**src/rtl/instr_sequencer.sv**
```systemverilog
// Multi-cycle fetch/decode/execute controller driving reg_file_alu control inputs.
// Latency: 3 cycles per instruction (FETCH, DECODE, EXECUTE) while run is high.
// Backpressure: run low holds the sequencer in FETCH; an instruction in flight always completes.
module instr_sequencer #(
    parameter int PC_W = 8,
    parameter int IW   = 16
) (
    input  logic            CLK,
    input  logic            nRST,
    input  logic            run,
    input  logic [IW-1:0]   imem_data,
    input  logic            Zero,
    output logic [PC_W-1:0] imem_addr,
    output logic [3:0]      RA1,
    output logic [3:0]      RA2,
    output logic [3:0]      WA,
    output logic [7:0]      immediate,
    output logic [1:0]      ALUControl,
    output logic            write_enable,
    output logic            ALUSrc,
    output logic            halted,
    output logic [15:0]     instr_count
);

    localparam logic [1:0] S_FETCH   = 2'd0;
    localparam logic [1:0] S_DECODE  = 2'd1;
    localparam logic [1:0] S_EXECUTE = 2'd2;
    localparam logic [1:0] S_HALT    = 2'd3;

    logic [1:0]      state;
    logic [1:0]      state_nxt;
    logic [PC_W-1:0] pc;
    logic [PC_W-1:0] pc_nxt;
    logic [PC_W-1:0] target;
    logic [IW-1:0]   ir;
    logic            zflag;
    logic [3:0]      op;
    logic            is_rtype;
    logic            is_itype;
    logic            is_alu;
    logic            is_bz;
    logic            is_jmp;
    logic            is_halt;

    assign op       = ir[15:12];
    assign is_rtype = (op >= 4'd1) && (op <= 4'd4);
    assign is_itype = (op >= 4'd5) && (op <= 4'd8);
    assign is_alu   = is_rtype || is_itype;
    assign is_bz    = (op == 4'h9);
    assign is_jmp   = (op == 4'hA);
    assign is_halt  = (op == 4'hF);

    // Branch target is the low byte of IR, fitted to the PC width.
    generate
        if (PC_W > 8) begin : g_tgt_ext
            assign target = {{(PC_W-8){1'b0}}, ir[7:0]};
        end else if (PC_W == 8) begin : g_tgt_eq
            assign target = ir[7:0];
        end else begin : g_tgt_trunc
            assign target = ir[PC_W-1:0];
        end
    endgenerate

    assign imem_addr    = pc;
    assign write_enable = (state == S_EXECUTE) && is_alu;
    assign halted       = (state == S_HALT);

    // Opcodes 1-4 and 5-8 both map to ALU ops via op[1:0]-1 (1,2,3,0 -> 0,1,2,3).
    always_comb begin
        RA1        = 4'h0;
        RA2        = 4'h0;
        WA         = 4'h0;
        immediate  = 8'h00;
        ALUControl = 2'b00;
        ALUSrc     = 1'b0;
        if (is_rtype) begin
            WA         = ir[11:8];
            RA1        = ir[7:4];
            RA2        = ir[3:0];
            ALUControl = op[1:0] - 2'd1;
        end else if (is_itype) begin
            WA         = ir[11:8];
            RA1        = ir[11:8];
            immediate  = ir[7:0];
            ALUControl = op[1:0] - 2'd1;
            ALUSrc     = 1'b1;
        end
    end

    always_comb begin
        state_nxt = state;
        pc_nxt    = pc;
        case (state)
            S_FETCH: begin
                if (run) begin
                    state_nxt = S_DECODE;
                end
            end
            S_DECODE: begin
                state_nxt = S_EXECUTE;
            end
            S_EXECUTE: begin
                if (is_jmp || (is_bz && zflag)) begin
                    pc_nxt = target;
                end else begin
                    pc_nxt = pc + PC_W'(1);
                end
                state_nxt = is_halt ? S_HALT : S_FETCH;
            end
            default: begin
                state_nxt = S_HALT;
            end
        endcase
    end

    always_ff @(posedge CLK or negedge nRST) begin
        if (!nRST) begin
            state       <= S_FETCH;
            pc          <= '0;
            ir          <= '0;
            zflag       <= 1'b0;
            instr_count <= 16'h0000;
        end else begin
            state <= state_nxt;
            pc    <= pc_nxt;
            if (state == S_DECODE) begin
                ir <= imem_data;
            end
            if (state == S_EXECUTE) begin
                // BZ consumes the flag of the last ALU instruction, not the live Zero.
                if (is_alu) begin
                    zflag <= Zero;
                end
                if (instr_count != 16'hFFFF) begin
                    instr_count <= instr_count + 16'd1;
                end
            end
        end
    end

endmodule

```
**config.mk**
```make
export PLATFORM = sky130hd
export DESIGN_NAME = instr_sequencer
export DESIGN_NICKNAME = d
export VERILOG_FILES = /design/src/rtl/instr_sequencer.sv
export SDC_FILE = /design/constraint.sdc
export NUM_CORES = 1
export LEC_CHECK = 0
export BUFFER_PORTS_ARGS = -buffer_cell sky130_fd_sc_hd__buf_2
export CORE_UTILIZATION = 45
export CTS_CLUSTER_DIAMETER = 60
export DETAILED_ROUTE_END_ITERATION = 10
export GPL_TIMING_DRIVEN = 0
export PLACE_DENSITY_LB_ADDON = 0.05
export REMOVE_ABC_BUFFERS = 1
export SETUP_SLACK_MARGIN = 0.2
export SYNTH_ARGS = -nofsm -noshare
export SYNTH_HDL_FRONTEND = slang
export SYNTH_SLANG_ARGS = --single-unit
```
**constraint.sdc**
```tcl
create_clock -name CLK -period 1.95 [get_ports CLK]
set_input_delay 0.195 -clock CLK [delete_from_list [all_inputs] [get_ports CLK]]
set_output_delay 0.195 -clock CLK [all_outputs]
set_load 0.01 [all_outputs]
```
==> results of run 1 <==
## power groups by stage
stage               Sequential [mW]  Clock [mW]  Combinational [mW]
finish                         1.72       0.732                3.07
global route                   1.78       0.782                3.33
floorplan                      1.63           0                1.45
CTS                            1.67       0.741                2.58
detailed placement             1.68           0                2.27
global placement               1.67           0                2.25
## logic make-up after synthesis
| kind of cell | after synthesis | synth area share [%] |
|---|---|---|
| AO/OA/AOI/OAI | 40 | 10.70 |
| buffers and inverters | 16 | 3.155 |
| multiplexers | 22 | 10.64 |
| flip-flops | 43 | 45.99 |
| AND/OR/NAND/NOR | 87 | 21.82 |
| XOR/XNOR | 12 | 4.492 |
| adder cells (fa/ha/maj) | 6 | 3.208 |
## metrics by stage
| stage | util, % | TNS (ps) | hold WS [ps] |
|---|---|---|---|
| 4_1_cts | 61.45 | -5.871 | 81.93 |
| 6_report | 65.55 | -290.7 | 49.35 |
| 2_1_floorplan | - | 0 | -100.6 |
| 3_5_place_dp | 56.03 | -5502 | 404.1 |
| 5_1_grt | 65.55 | -1778 | 97.96 |
| 3_3_place_gp | 56.03 | -5320 | 395.8 |
## worst min-delay path by stage
stage / to / slack, ps / startpoint
floorplan: imem_addr[0] / -100 / nRST
global placement: imem_addr[0] / 400 / nRST
detailed placement: ir[0] / 400 / nRST
CTS: state[1] / 80 / nRST
global route: ir[13] / 100 / imem_data[13]
finish: ir[0] / 50 / nRST
## flip-flops by register name (all words and copies together) (netlist names)
name	flops
instr_count	16
ir	16
imem_addr	8
state	2
zflag	1
## synth_stat cells (6+ instances only)
| cell type | n |
|---|---|
| and2_1 | 16 |
| nand3_1 | 10 |
| nor2_1 | 10 |
| ha_1 | 6 |
| nor3_1 | 10 |
| o21ai_0 | 12 |
| dfrtp_1 | 43 |
| a21oi_1 | 9 |
| mux2_2 | 19 |
| inv_1 | 7 |
| nand2_1 | 14 |
| xor2_1 | 11 |
## routing by layer
layer | track usage (%) | vias up | routed length, microns
li1 | - | 1004 | -
met1 | 30.34 | 976 | 2806
met2 | 32.32 | 74 | 2711
met3 | 6.369 | 2 | 326
met4 | 6.410 | 0 | 22
met5 | 0 | - | 0
## cell type report
type,count,area (sq um)
sequential,43,1079
multi-input combinational,167,1323
fill,406,1670
clock buffer,6,82.58
timing repair buffer,91,549.3
inverter,7,26.28
clock inverter,2,35.03
tap,67,83.83
## cell usage in the layout, fill, tap and decap left out, types with 10 or more instances in the layout
| cell | n |
|---|---|
| buf_2 | 66 |
| dfrtp_1 | 41 |
| buf_4 | 19 |
| mux2_2 | 17 |
| and2_1 | 16 |
| nand2_1 | 14 |
| o21ai_0 | 12 |
| xor2_1 | 11 |
| nand3_1 | 10 |
## critical path, cell delays in order, from the launching register on
cell     delay, ps
dfrtp_2        410
inv_2           70
ha_4           180
nor3b_4        160
buf_4          150
mux2_4         300
nor2_4         130
buf_6          120
## what timing repair did
action,CTS,global route
pin swaps,8,7
setup buffers,12,11
setup endpoints to repair,47,53
resized for setup,13,25
==> flow_summary.yaml, run 1 <==
power_and_ir_drop:
  p_leak_nw: 1.552
  seqPwrFrac_pct: 31.1
  power.density_nw_per_um2: 1736
  p_sw_mw: 2.280
  p_sw_share_pct: 41.32
  power_mw: 5.517
  intPower_mw: 3.237
  power_frac_comb_pct: 55.6
  peakVddDrop_v: 0.001117
  p_clk_share_pct: 13.3
global_routing:
  grt_first_pass_wirelength_mm: 8.866
  antenna_found_initial: 0
  grt_start_max_net_pins: 44
  grt_use_total_pct: 21.61
  grt_pass1_vias: 1866
  grt_overflow: 0
synth:
  synth_cells: 226
  synth-edff-count: 0
  ys_seq_area_share_pct: 45.99
  synth_area_leaders: "dfrtp_1 46%, mux2_2 9.1%, and2_1 4.3%"
  synth_seq_cells: 43
  yosysWarnings: 0
  synthArstFlopShare_pct: 100.0
  synth.avg_cell_area_sq_um: 10.35
  synth_top_area_share_pct: 45.99
  ys.flop_type: "dfrtp_1"
  synth.largest_area_cell: "dfrtp_1"
  syn_area_sq_um: 2340
  synth.distinct_cells: 40
route:
  wl_mm: 5.867
  detail_route.vias_per_cell: 5.368
  routed-via-count: 2056
  ant_nets: 0
  drc_errors: 0
  detail_route.wl_per_cell_microns: 15.32
  drt_pass1_iterations: 4
  drt_iter0_drc: 114
sta:
  worst_slack_ps: -58.88
  setup_viol: 11
  rsz0062_at_grt: "yes"
  fin_crit_sh_pct: 103.0
  skew_ps: 11.61
  relSlewSlack_pct: 36.22
  worstMarginPinSlew_ps: 956.7
  hold_viol: 0
  clock.fmax_mhz: 497.8
  final_max_slew_viol_count: 0
  fin_crit_ps: 2009
placed_design:
  pre_cts_slack_ps: -425.4
  dp_cells: 352
  portBuffers: 68
  dp_hpwl_mm: 3.773
  routabilityCongestion: 0.7642
  placed_area_sq_um: 2716
worst_setup_path:
  critPathMaxFanout: 4
  path_class: "flip-flop to primary output"
  r2r_slack_ps: 50
  start_kind: "flip-flop"
  r2r_cells: 8
  critPathCaptureType: "primary output"
  rr_endpoint: "zflag"
  timing.rr.start: "ir[12]"
  cp.arrival_ps: 1810
  critPathLaunch: "ir[12]"
  required_ps: 1750
  crit_end: "write_enable"
min_path:
  hold_path_class: "input pin to asynchronous set/reset pin"
die:
  die_h_microns: 74.11
  die_w_microns: 74.11
  std_cell_rows: 25
  floorplan.io_pins: 69
  start_util_pct: 48.26
  core_sq_um: 4848
  fp.dieArea_sq_um: 5492
cts:
  clkSinkCount: 43
  cts_tree: "yes"
  cts_buffers: 5
  htree_levels: 2
  cts.clk_slew.worst_paths_ps: 90
  clk_latency_ps: 300
  clk_path_buf_depth: 2
  cts-root-buf: "clkbuf_8"
  ctsHoldBuffers: 0
status:
  status: "finished with violations"
  violations: "setup timing"
layout:
  fin_nets: 341
  stdcell_area_sq_um: 3178
  num_antenna_cells: 0
  layout.cells.non_filler: 383
  layout-drive-gt1-share_pct: 46.20
  areaGrowthSynthToFinish_pct: 35.83
flow_run:
  drv_cap: 0
Note: power is estimated with default switching activity, not from simulation.
==> run 2: changes to the inputs <==
==> constraint.sdc (replaced) <==
create_clock -name CLK -period 1.95 [get_ports CLK]
set_input_delay 0.39 -clock CLK [delete_from_list [all_inputs] [get_ports CLK]]
set_output_delay 0.39 -clock CLK [all_outputs]
set_load 0.01 [all_outputs]
==> run 2 against run 1 <==
Net effect: the flow still finishes with violations (setup timing); hold slack better by 190 ps; largest cell class unchanged; critical path depth is 1 lower; worst setup slack worse by 150 ps; highest routed layer unchanged; cell count stayed put.
==> flow_summary.yaml, run 2 (same netlist as run 1, synthesis figures left out) <==
status:
  status: "finished with violations"
  violations: "setup timing"
sta:
  fin_crit_sh_pct: 110.7
  skew_ps: 7.441
  fin_crit_ps: 2159
  setup_viol: 24
  worst_slack_ps: -209.0
  rsz0062_at_grt: "yes"
  finalSetupTns_ps: -3422
  clock.fmax_mhz: 463.2
  hold_viol: 0
  relSlewSlack_pct: 36.49
  final_max_slew_viol_count: 0
  worstMarginPinSlew_ps: 952.6
die:
  die_w_microns: 74.11
  floorplan.io_pins: 69
  die_h_microns: 74.11
  start_util_pct: 48.26
  core_sq_um: 4848
  std_cell_rows: 25
  fp.dieArea_sq_um: 5492
worst_setup_path:
  path_class: "flip-flop to primary output"
  critPathCaptureType: "primary output"
  critPathLaunch: "ir[12]"
  cp.arrival_ps: 1770
  r2r_cells: 8
  critPathMaxFanout: 7
  start_kind: "flip-flop"
  required_ps: 1560
  timing.rr.start: "ir[12]"
layout:
  stdcell_area_sq_um: 3206
  fin_nets: 341
  fin_util_pct: 66.12
  mostFrequentLayoutCells: "67 x buf_2, 41 x dfrtp_1, 19 x mux2_2, 16 x and2_1, 15 x buf_4"
  final_common_cell: "buf_2"
  areaGrowthSynthToFinish_pct: 37.01
  layout-drive-gt1-share_pct: 48.73
  num_antenna_cells: 0
  nFillCells: 406
  layout.cells.non_filler: 383
placed_design:
  dp_cells: 352
  portBuffers: 68
  placed_area_sq_um: 2716
  routabilityCongestion: 0.7642
  dp_hpwl_mm: 3.773
min_path:
  hold_path_class: "input pin to asynchronous set/reset pin"
route:
  drc_errors: 0
  detail_route.vias_per_cell: 5.517
  drt_iter0_drc: 107
  wl_mm: 6.021
  drt_pass1_iterations: 5
  routed-via-count: 2113
  ant_nets: 0
  detail_route.wl_per_cell_microns: 15.72
global_routing:
  antenna_found_initial: 0
  grt_overflow: 0
  grt_start_max_net_pins: 44
  grt_use_total_pct: 21.84
  grt_first_pass_wirelength_mm: 9.039
  grt_pass1_vias: 1893
power_and_ir_drop:
  peakVddDrop_v: 0.001005
  p_leak_nw: 1.547
  power.density_nw_per_um2: 1737
  power_mw: 5.568
cts:
  clk_latency_ps: 290
  cts.clk_slew.worst_paths_ps: 90
  clk_path_buf_depth: 2
  cts_tree: "yes"
  cts-root-buf: "clkbuf_8"
  htree_levels: 2
  cts_buffers: 5
  clkSinkCount: 43
flow_run:
  drv_cap: 0
## run 2: cell count changes in the layout (fill, tap and decap cells not counted), moves of 2 or more
cell / delta
a21oi_1: -2
a21oi_2: +2
buf_4: -4
buf_6: +2
mux2_2: +2
mux2_4: -2
o21ai_0: -4
o21ai_1: +2
o21ai_2: +2
## run 2: worst paths after layout
check	to	slack [ps]
min in group CLK	ir[13]	290
max	RA1[1]	-210
max reg2reg	imem_addr[4]	160
min reg2reg	instr_count[7]	520
min	ir[0]	240
max in group asynchronous	ir[14]	1060
## run 2: layout make-up
| class | instances | area [sq um] | area share [%] |
|---|---|---|---|
| inverter | 7 | 26.28 | 0.8197 |
| tap | 67 | 83.83 | 2.615 |
| timing repair buffer | 90 | 546.8 | 17.06 |
| clock inverter | 2 | 35.03 | 1.093 |
| multi-input combinational | 168 | 1353 | 42.19 |
| sequential | 43 | 1079 | 33.65 |
| clock buffer | 6 | 82.58 | 2.576 |
## run 2: layer usage
| metal | vias to the layer above | track usage [%] | routed length [microns] |
|---|---|---|---|
| met5 | - | 0 | 0 |
| met4 | 0 | 8.333 | 53 |
| met3 | 5 | 5.691 | 380 |
| met2 | 80 | 32.73 | 2829 |
| met1 | 1030 | 30.31 | 2758 |
| li1 | 998 | - | - |
## run 2: worst max-delay path, stage by stage, from the launching register on
cell,delay (ps)
dfrtp_1,410
buf_6,140
ha_4,170
nor3b_4,260
a211oi_4,90
a22o_1,280
buf_6,130
## run 2: timing repair
action | CTS | global route
setup endpoints to repair | 47 | 53
hold buffers | 0 | 0
resized for setup | 19 | 32
buffers inserted | 13 | 9
gates cloned | 0 | 1
pin swaps | 8 | 23
## run 2: stage by stage
stage,hold WS (ps),setup WS [ps]
after floorplan,94.41,-53.44
after global placement,503.7,-421.2
after detailed placement,505.5,-442.3
after CTS,276.9,-172.8
after global routing,299.7,-294.7
final,244.3,-209.0
## run 2: power breakdown
| part | internal [mW] | switching [mW] |
|---|---|---|
| clock | 0.415 | 0.311 |
| sequential | 1.25 | 0.470 |
| combinational | 1.59 | 1.54 |
